**config.mk**
```make
export PLATFORM = sky130hd
export DESIGN_NAME = exe_controller
export DESIGN_NICKNAME = d
export VERILOG_FILES = /design/src/rtl/exe_controller.sv
export SDC_FILE = /design/constraint.sdc
export NUM_CORES = 1
export LEC_CHECK = 0
export ABC_AREA = 1
export CAP_MARGIN = 10
export CELL_PAD_IN_SITES_DETAIL_PLACEMENT = 0
export CELL_PAD_IN_SITES_GLOBAL_PLACEMENT = 1
export CORE_MARGIN = 3
export CORE_UTILIZATION = 27
export CTS_BUF_LIST = sky130_fd_sc_hd__clkbuf_8
export CTS_CLUSTER_DIAMETER = 120
export CTS_CLUSTER_SIZE = 20
export DETAILED_ROUTE_END_ITERATION = 8
export PLACE_DENSITY_LB_ADDON = 0.1
export RECOVER_POWER = 25
export SLEW_MARGIN = 20
export SYNTH_ARGS = -nofsm -noshare
export SYNTH_HDL_FRONTEND = slang
export SYNTH_SLANG_ARGS = --single-unit
```
**constraint.sdc**
```tcl
create_clock -name clk -period 2.02 [get_ports clk]
set_input_delay 0.404 -clock clk [delete_from_list [all_inputs] [get_ports clk]]
set_output_delay 0.404 -clock clk [all_outputs]
set_load 0.005 [all_outputs]
```
**src/rtl/exe_controller.sv**
```systemverilog
// EXE-stage pipeline controller: freeze/flush/hazard stall, NZCV status register, memory-wait timeout.
// Optional macro FORWARDING_EN adds the fwdSel1/fwdSel2 ports and limits hazards to load-use.
module exe_controller (
  input  logic       clk,
  input  logic       rstN,
  input  logic       idValid,
  input  logic [3:0] idSrc1,
  input  logic [3:0] idSrc2,
  input  logic       idUsesSrc2,
  input  logic       exeValid,
  input  logic       exeWbEn,
  input  logic [3:0] exeDest,
  input  logic [3:0] exeSrc1,
  input  logic [3:0] exeSrc2,
  input  logic       exeMemRead,
  input  logic       exeBranch,
  input  logic       exeStatusUpdate,
  input  logic       aluN,
  input  logic       aluZ,
  input  logic       aluC,
  input  logic       aluV,
  input  logic       memValid,
  input  logic       memWbEn,
  input  logic [3:0] memDest,
  input  logic       memReq,
  input  logic       memReady,
  input  logic       wbValid,
  input  logic       wbWbEn,
  input  logic [3:0] wbDest,
  output logic [3:0] statusNZCV,
  output logic       freeze,
  output logic       hazardStall,
  output logic       flush,
  output logic       memTimeout
`ifdef FORWARDING_EN
  ,
  output logic [1:0] fwdSel1,
  output logic [1:0] fwdSel2
`endif
);

  localparam logic [3:0] PC_REG = 4'd15;

  typedef enum logic {ST_RUN, ST_WAIT} state_t;

  state_t     r_state;
  state_t     w_stateNext;
  logic [7:0] r_waitCount;
  logic       r_memTimeout;
  logic [3:0] r_status;

  logic w_freeze;
  logic w_flush;
  logic w_src1Hit;
  logic w_src2Hit;
  logic w_src2Live;

  assign w_freeze   = memValid & memReq & ~memReady;
  assign w_flush    = exeValid & exeBranch & ~w_freeze;
  assign w_src2Live = idUsesSrc2 & (idSrc2 != PC_REG);

`ifdef FORWARDING_EN
  logic w_exeLoad;

  // Everything except a load in EXE is covered by forwarding.
  assign w_exeLoad = exeValid & exeWbEn & exeMemRead;
  assign w_src1Hit = (idSrc1 != PC_REG) & w_exeLoad & (idSrc1 == exeDest);
  assign w_src2Hit = w_src2Live & w_exeLoad & (idSrc2 == exeDest);

  logic w_memFwd;
  logic w_wbFwd;

  assign w_memFwd = memValid & memWbEn;
  assign w_wbFwd  = wbValid & wbWbEn;

  always_comb begin
    fwdSel1 = 2'b00;
    fwdSel2 = 2'b00;
    if (exeSrc1 != PC_REG) begin
      if (w_memFwd && exeSrc1 == memDest)     fwdSel1 = 2'b01;
      else if (w_wbFwd && exeSrc1 == wbDest)  fwdSel1 = 2'b10;
    end
    if (exeSrc2 != PC_REG) begin
      if (w_memFwd && exeSrc2 == memDest)     fwdSel2 = 2'b01;
      else if (w_wbFwd && exeSrc2 == wbDest)  fwdSel2 = 2'b10;
    end
  end
`else
  logic w_exeWr;
  logic w_memWr;
  logic w_unused;

  assign w_exeWr   = exeValid & exeWbEn;
  assign w_memWr   = memValid & memWbEn;
  assign w_src1Hit = (idSrc1 != PC_REG) &
                     ((w_exeWr & (idSrc1 == exeDest)) | (w_memWr & (idSrc1 == memDest)));
  assign w_src2Hit = w_src2Live &
                     ((w_exeWr & (idSrc2 == exeDest)) | (w_memWr & (idSrc2 == memDest)));
  // Source/WB fields only matter to the forwarding muxes.
  assign w_unused  = ^{exeSrc1, exeSrc2, wbValid, wbWbEn, wbDest};
`endif

  assign freeze      = w_freeze;
  assign flush       = w_flush;
  assign hazardStall = idValid & ~w_flush & ~w_freeze & (w_src1Hit | w_src2Hit);
  assign statusNZCV  = r_status;
  assign memTimeout  = r_memTimeout;

  always_comb begin
    w_stateNext = r_state;
    case (r_state)
      ST_RUN:  if (w_freeze)  w_stateNext = ST_WAIT;
      ST_WAIT: if (!w_freeze) w_stateNext = ST_RUN;
      default: w_stateNext = ST_RUN;
    endcase
  end

  always_ff @(posedge clk) begin
    if (!rstN) begin
      r_state      <= ST_RUN;
      r_waitCount  <= '0;
      r_memTimeout <= 1'b0;
      r_status     <= '0;
    end else begin
      r_state <= w_stateNext;
      if (exeValid && exeStatusUpdate && !w_freeze)
        r_status <= {aluN, aluZ, aluC, aluV};
      if (r_state == ST_RUN)
        r_waitCount <= '0;
      else if (w_freeze && r_waitCount != 8'hFF)
        r_waitCount <= r_waitCount + 8'd1;
      if (w_stateNext == ST_RUN)
        r_memTimeout <= 1'b0;
      else if (r_state == ST_WAIT && r_waitCount == 8'hFF)
        r_memTimeout <= 1'b1;
    end
  end

endmodule

```
==> results of run 1 <==
[per-layer routing]
| metal | part of all wire (%) | wire length (um) | vias to the layer above | global-route usage, % |
|---|---|---|---|---|
| li1 | - | - | 611 | - |
| met2 | 47 | 1290 | 35 | 22.6 |
| met4 | 0 | 0 | 0 | 1.27 |
| met5 | 0 | 0 | - | 0 |
| met3 | 7.2 | 200 | 0 | 3.37 |
| met1 | 46 | 1280 | 495 | 17.2 |
[worst paths after layout]
check	slack (ps)	to	from	depth (start not counted)
worst min register to register	460	r_waitCount[6]	r_waitCount[6]	2
worst max-delay path	160	hazardStall	idSrc2[3]	10
worst max register to register	250	r_waitCount[7]	r_waitCount[0]	9
worst min-delay path	460	r_waitCount[6]	r_waitCount[6]	2
[kinds of logic (layout without fill, tap and decap cells)]
group                    after synthesis  count (layout)  share of synthesized area [%]
AO/OA/AOI/OAI                         16              16                           8.60
adder cells (fa/ha/maj)                1               1                           1.26
buffers and inverters                 25              75                           9.61
XOR/XNOR                               5               5                           4.43
AND/OR/NAND/NOR                      104             104                           47.8
flip-flops                            14              14                           28.3
[power by group through the flow]
stage	Clock, W	Combinational [W]	Sequential [W]
final	0.000219	0.000161	0.000286
after global routing	0.000232	0.000180	0.000286
after floorplan	0	0.0000587	0.000291
after global placement	0	0.000169	0.000292
after CTS	0.000226	0.000161	0.000286
after detailed placement	0	0.000169	0.000291
[sequential cells by signal, indices dropped and copies added, names as in the netlist]
signal and count:
memTimeout 1, r_state 1, r_waitCount 8, statusNZCV 4
[critical path: stages]
cell and delay [ps]:
dlygate4sd2_1 280, inv_1 70, nand2_1 60, o21ai_0 70
nor2_1 130, nand2_1 70, nand2_1 60, nand2_1 60
a21oi_2 120, buf_2 120
[what timing repair did]
action / CTS / global route
pin swaps: 3 / 10
hold buffers: 0 / 0
buffers inserted: 1 / 0
setup endpoints to repair: 3 / 1
gates resized for setup: 23 / 17
cloned: 0 / 0
[stage by stage]
stage	util (%)	hold WS, ps	instances
finish	44.5	460	261
global route	44.5	501	261
CTS	44.2	462	261
detailed placement	43.3	454	257
global placement	43.3	447	257
floorplan	-	439	165
[cell usage after synthesis]
| cell | n | area [um^2] |
|---|---|---|
| a21oi_1 | 7 | 35.0 |
| clkinv_2 | 1 | 5.00 |
| dfxtp_1 | 14 | 280 |
| ha_1 | 1 | 12.5 |
| inv_1 | 24 | 90.1 |
| nand2_1 | 52 | 195 |
| nand2_4 | 1 | 11.3 |
| nand3_1 | 13 | 65.1 |
| nand3_2 | 1 | 10.0 |
| nand3_4 | 1 | 17.5 |
| nand4_1 | 2 | 12.5 |
| nor2_1 | 28 | 105 |
| nor2_2 | 4 | 25.0 |
| nor2_4 | 1 | 11.3 |
| nor2_8 | 1 | 20.0 |
| o21a_1 | 2 | 15.0 |
| o21ai_0 | 7 | 35.0 |
| xnor2_1 | 3 | 26.3 |
| xor2_1 | 2 | 17.5 |
[area by class of cell]
cell class	count	area (um^2)	area share (%)
Sequential cell	14	280	18.3
Tap cell	46	57.6	3.76
Timing Repair Buffer	47	450	29.4
Clock buffer	3	41.3	2.69
Multi-Input combinational cell	126	608	39.7
Inverter	25	95.1	6.20
==> key figures, run 1 <==
Run status
  – Status: finished clean

Drt
  – Drc violations: 0
  – Pre-antenna DRT Iters: 4
  – Vias: 1,141
  – DRT Wirelength: 2760 um
  – Starting DRT DRC Count: 42
  – DR WL/cell: 10.6 um
  – Via density: 4.37
  – Antenna Nets Post-Route: 0

STA
  – Slew headroom: 77.1%
  – Least-Margin Pin Slew: 343 ps
  – Fin crit share: 92.2%
  – TNS Setup: 0 ps
  – Setup violators final: 0
  – Post-route minimum period: 1860 ps
  – Worst Slack Setup Final: 157 ps
  – Max Slew Vio Count: 0
  – Max Fclk: 537 MHz
  – Final count of hold timing violations: 0
  – Clock Skew: 2.98 ps
  – Setup repair after global routing missed its margin: false

Clocking
  – Worst-case clock buffer depth: 2
  – CTS clk-pin slew, worst paths: 50 ps
  – Num CTS Buffers: 3
  – CTS H-tree lvls: 1
  – Clk sinks: 14
  – CTS tree: done
  – Skew-Pair Late Insertion Delay: 240 ps
  – Clock root buffer: clkbuf_8

Power and ir drop
  – Reg power frac: 42.9%
  – Total power: 0.000666 W
  – Sw Share: 24.8%
  – Comb power frac: 24.2%
  – Power Internal: 0.000501 W
  – Pwr/cell area: 434 nW/um^2
  – Static leakage: 0.764 nW
  – VDD IR-drop max: 0.392 mV
  – Clock power share: 32.9%
  – Switching component of the power: 0.000165 W

Floorplan
  – Die area: 4430 um^2
  – Core ar.: 3440 um^2
  – FP Rows: 21
  – Die Height: 66.5 um
  – Chip Width: 66.5 um
  – Ports: 55
  – Initial Util: 28.8%

Placed design
  – RD Place Congestion: 0.782
  – DP HPWL: 2260 um
  – Buffers on Ports: 39
  – DP Area: 1490 um^2
  – Pre-CTS WS: -488 ps

Synth
  – Mean Syn Cell Area: 6.00 um^2
  – Synthesis Warnings: 0
  – Synth cell types: 19
  – Synth Cell Area: 990 um^2
  – Seq cells post-synth: 14
  – Mapped Cells: 165
  – Share of the yosys chip area belonging to registers: 28.3%
  – Post-synth net total: 213

Setup path
  – CP Capture Type: output pin
  – Crit path required time: 1620 ps
  – Setup CP Type: in -> out
  – Worst-path maximum fanout: 4
  – Worst setup SP type: input port
  – Worst EP arrival: 1460 ps

GRT
  – Number of global-route vias before repair: 1,102
  – Largest net degree at the start of global routing: 9
  – Initial antenna violation count: 0
  – GRT Total Usage: 13.2%
  – First-pass GRT wire length: 4650 um
  – Grt ovf: 0

Finish
  – Area delta synth->final: 54.9%
  – # nets final: 265
  – Layout cells sized above 1: 13.5%
  – Post-route cell area: 1530 um^2
  – Commonest non-fill, non-tap cell in the layout: nand2_1
  – Fill cell count: 377
  – Ant diodes: 0
  – Commonest non-fill, non-tap cells in the layout: nand2_1, nor2_1, inv_1, nand3_1, dlygate4sd2_1

Hold path
  – Hold WC Path Type: reg -> reg

Run
  – Max_cap viols: 0
Power figures use the tool's default switching activity.
==> inputs of run 2 (changes only) <==
==> constraint.sdc (replaced) <==
create_clock -name clk -period 2.02 [get_ports clk]
set_input_delay 0.303 -clock clk [delete_from_list [all_inputs] [get_ports clk]]
set_output_delay 0.303 -clock clk [all_outputs]
set_load 0.01 [all_outputs]
==> key figures, run 2 (synthesized netlist as in run 1, its figures left out) <==
Setup path
  – Worst setup SP type: input port
  – Slowest library cell on the worst path: clkdlybuf4s50_1
  – Crit path required time: 1720 ps
  – Worst Setup EP: hazardStall
  – CP Capture Type: output pin
  – RR Startpoint: r_waitCount[0]
  – Setup crit start: idSrc2[1]
  – Worst-path maximum fanout: 3
  – R2R Setup Slk: 350 ps
  – CP cell instances: clkdlybuf4s50_1, inv_1, nand2_1, nand3_1, nor2_1, nand2_1, nand2_1, nand2_1, a21oi_2, buf_2
  – CP most frequent cell: nand2_1
  – R2R depth: 9
  – Setup CP Type: in -> out
  – Reg-to-Reg End: r_waitCount[7]
  – Crit path largest cell delay: 510 ps
  – Worst EP arrival: 1580 ps

STA
  – Setup violators final: 0
  – Fin crit share: 93.3%
  – Max Fclk: 531 MHz
  – Setup repair after global routing missed its margin: false
  – Clock Skew: 1.39 ps
  – Post-route minimum period: 1880 ps
  – Final count of hold timing violations: 0
  – Hold slack: 467 ps
  – Slew headroom: 78.6%
  – Least-Margin Pin Slew: 319 ps
  – Max Slew Vio Count: 0

Clocking
  – Clk sinks: 14
  – CTS tree: done
  – Num CTS Buffers: 3
  – Cts hold-fix bufs: 0
  – CTS clk-pin slew, worst paths: 60 ps
  – Clock root buffer: clkbuf_8
  – Skew-Pair Late Insertion Delay: 240 ps
  – Worst-case clock buffer depth: 2
  – Post-CTS Setup Repair Bufs: 0
  – CTS H-tree lvls: 1

Placed design
  – RD Place Congestion: 0.824
  – Buffers on Ports: 39
  – DP HPWL: 2360 um
  – DP Area: 1520 um^2
  – Inst Count DP: 261

Hold path
  – Hold WC Path Type: reg -> reg

Finish
  – Area delta synth->final: 57.9%
  – Post-route cell area: 1560 um^2
  – Most flop-heavy register: r_waitCount
  – Fill cell count: 372
  – Largest register FFs: 8
  – Commonest non-fill, non-tap cells in the layout: nand2_1, clkdlybuf4s50_1, nor2_1, inv_1
  – Layout cells sized above 1: 12.8%
  – Final non-filler cell total: 265
  – Ant diodes: 0
  – # nets final: 268
  – Final Util: 45.4%
  – Commonest non-fill, non-tap cell in the layout: nand2_1

GRT
  – Gr busiest metal: met2
  – Met3 usage: 5.06%
  – First-pass GRT wire length: 4880 um
  – Number of global-route vias before repair: 1,129
  – Grt met1 use: 17.5%
  – GRT Total Usage: 13.9%
  – Grt met2 use: 23.4%
  – Largest net degree at the start of global routing: 10
  – Grt ovf: 0
  – Initial antenna violation count: 0

Floorplan
  – Initial Util: 28.8%
  – Chip Width: 66.5 um
  – FP Rows: 21
  – Die area: 4430 um^2
  – Ports: 55
  – Core ar.: 3440 um^2
  – Die Height: 66.5 um

Drt
  – Via density: 4.27
  – Pre-antenna DRT Iters: 4
  – Drc violations: 0
  – Vias: 1,131
  – DRT Wirelength: 2830 um
  – Antenna Nets Post-Route: 0
  – DR WL/cell: 10.7 um
  – Starting DRT DRC Count: 26

Power and ir drop
  – Pwr/cell area: 469 nW/um^2
  – Static leakage: 0.743 nW
  – VDD IR-drop max: 0.334 mV

Run
  – Max_cap viols: 0

Run status
  – Status: finished clean
==> run 2: cell types whose count changed in the layout (fill, tap and decap cells not counted), moves of 2 or more <==
| cell | change |
|---|---|
| inv_1 | +2 |
| nand2_1 | +3 |
| buf_4 | +4 |
| inv_2 | -2 |
| clkdlybuf4s50_1 | +16 |
| nand2_2 | -3 |
| dlymetal6s2s_1 | -4 |
| dlygate4sd2_1 | -10 |
==> run 2: worst min-delay path by stage <==
stage          depth (start not counted)              to           start  slack, ps
2_1_floorplan                          2         r_state            rstN        430
4_1_cts                                2  r_waitCount[6]  r_waitCount[6]        470
3_3_place_gp                           2  r_waitCount[6]  r_waitCount[6]        450
5_1_grt                                2  r_waitCount[6]  r_waitCount[6]        500
3_5_place_dp                           2  r_waitCount[6]  r_waitCount[6]        460
6_report                               2  r_waitCount[6]  r_waitCount[6]        470
==> run 2: where the power goes <==
| part | internal, W | switching, W |
|---|---|---|
| combinational | 0.0000985 | 0.0000773 |
| sequential | 0.000282 | 0.00000319 |
| clock | 0.000173 | 0.0000998 |
==> run 2: critical path: cells and delay by family <==
kind	cells	cell delay, ps
AO/OA/AOI/OAI	1	130
buffers and inverters	3	730
AND/OR/NAND/NOR	6	420
==> run 2: cell type report <==
class,instances,area (um^2),area share [%]
Inverter,25,95.1,6.08
Timing Repair Buffer,50,472,30.2
Multi-Input combinational cell,126,603,38.6
Tap cell,46,57.6,3.68
Clock buffer,4,55.1,3.52
Sequential cell,14,280,17.9
==> run 2: timing repair <==
action / 4_1_cts / 5_1_grt
pin swaps: 1 / 1
gates resized for setup: 10 / 8
setup endpoints to repair: 3 / 1
==> run 2: routing by layer <==
layer	part of all wire, %	routed length (um)
met5	0	0
met4	0	0
met3	6.7	190
met2	45	1280
met1	48	1360
==> run 2: per-stage QoR <==
stage / TNS (ps) / worst slack, ps / total power [W]
2_1_floorplan: 0 / 688 / 0.000353
3_3_place_gp: -501 / -327 / 0.000470
3_5_place_dp: -564 / -354 / 0.000470
4_1_cts: 0 / 4.24 / 0.000745
5_1_grt: 0 / 24.1 / 0.000769
6_report: 0 / 135 / 0.000734
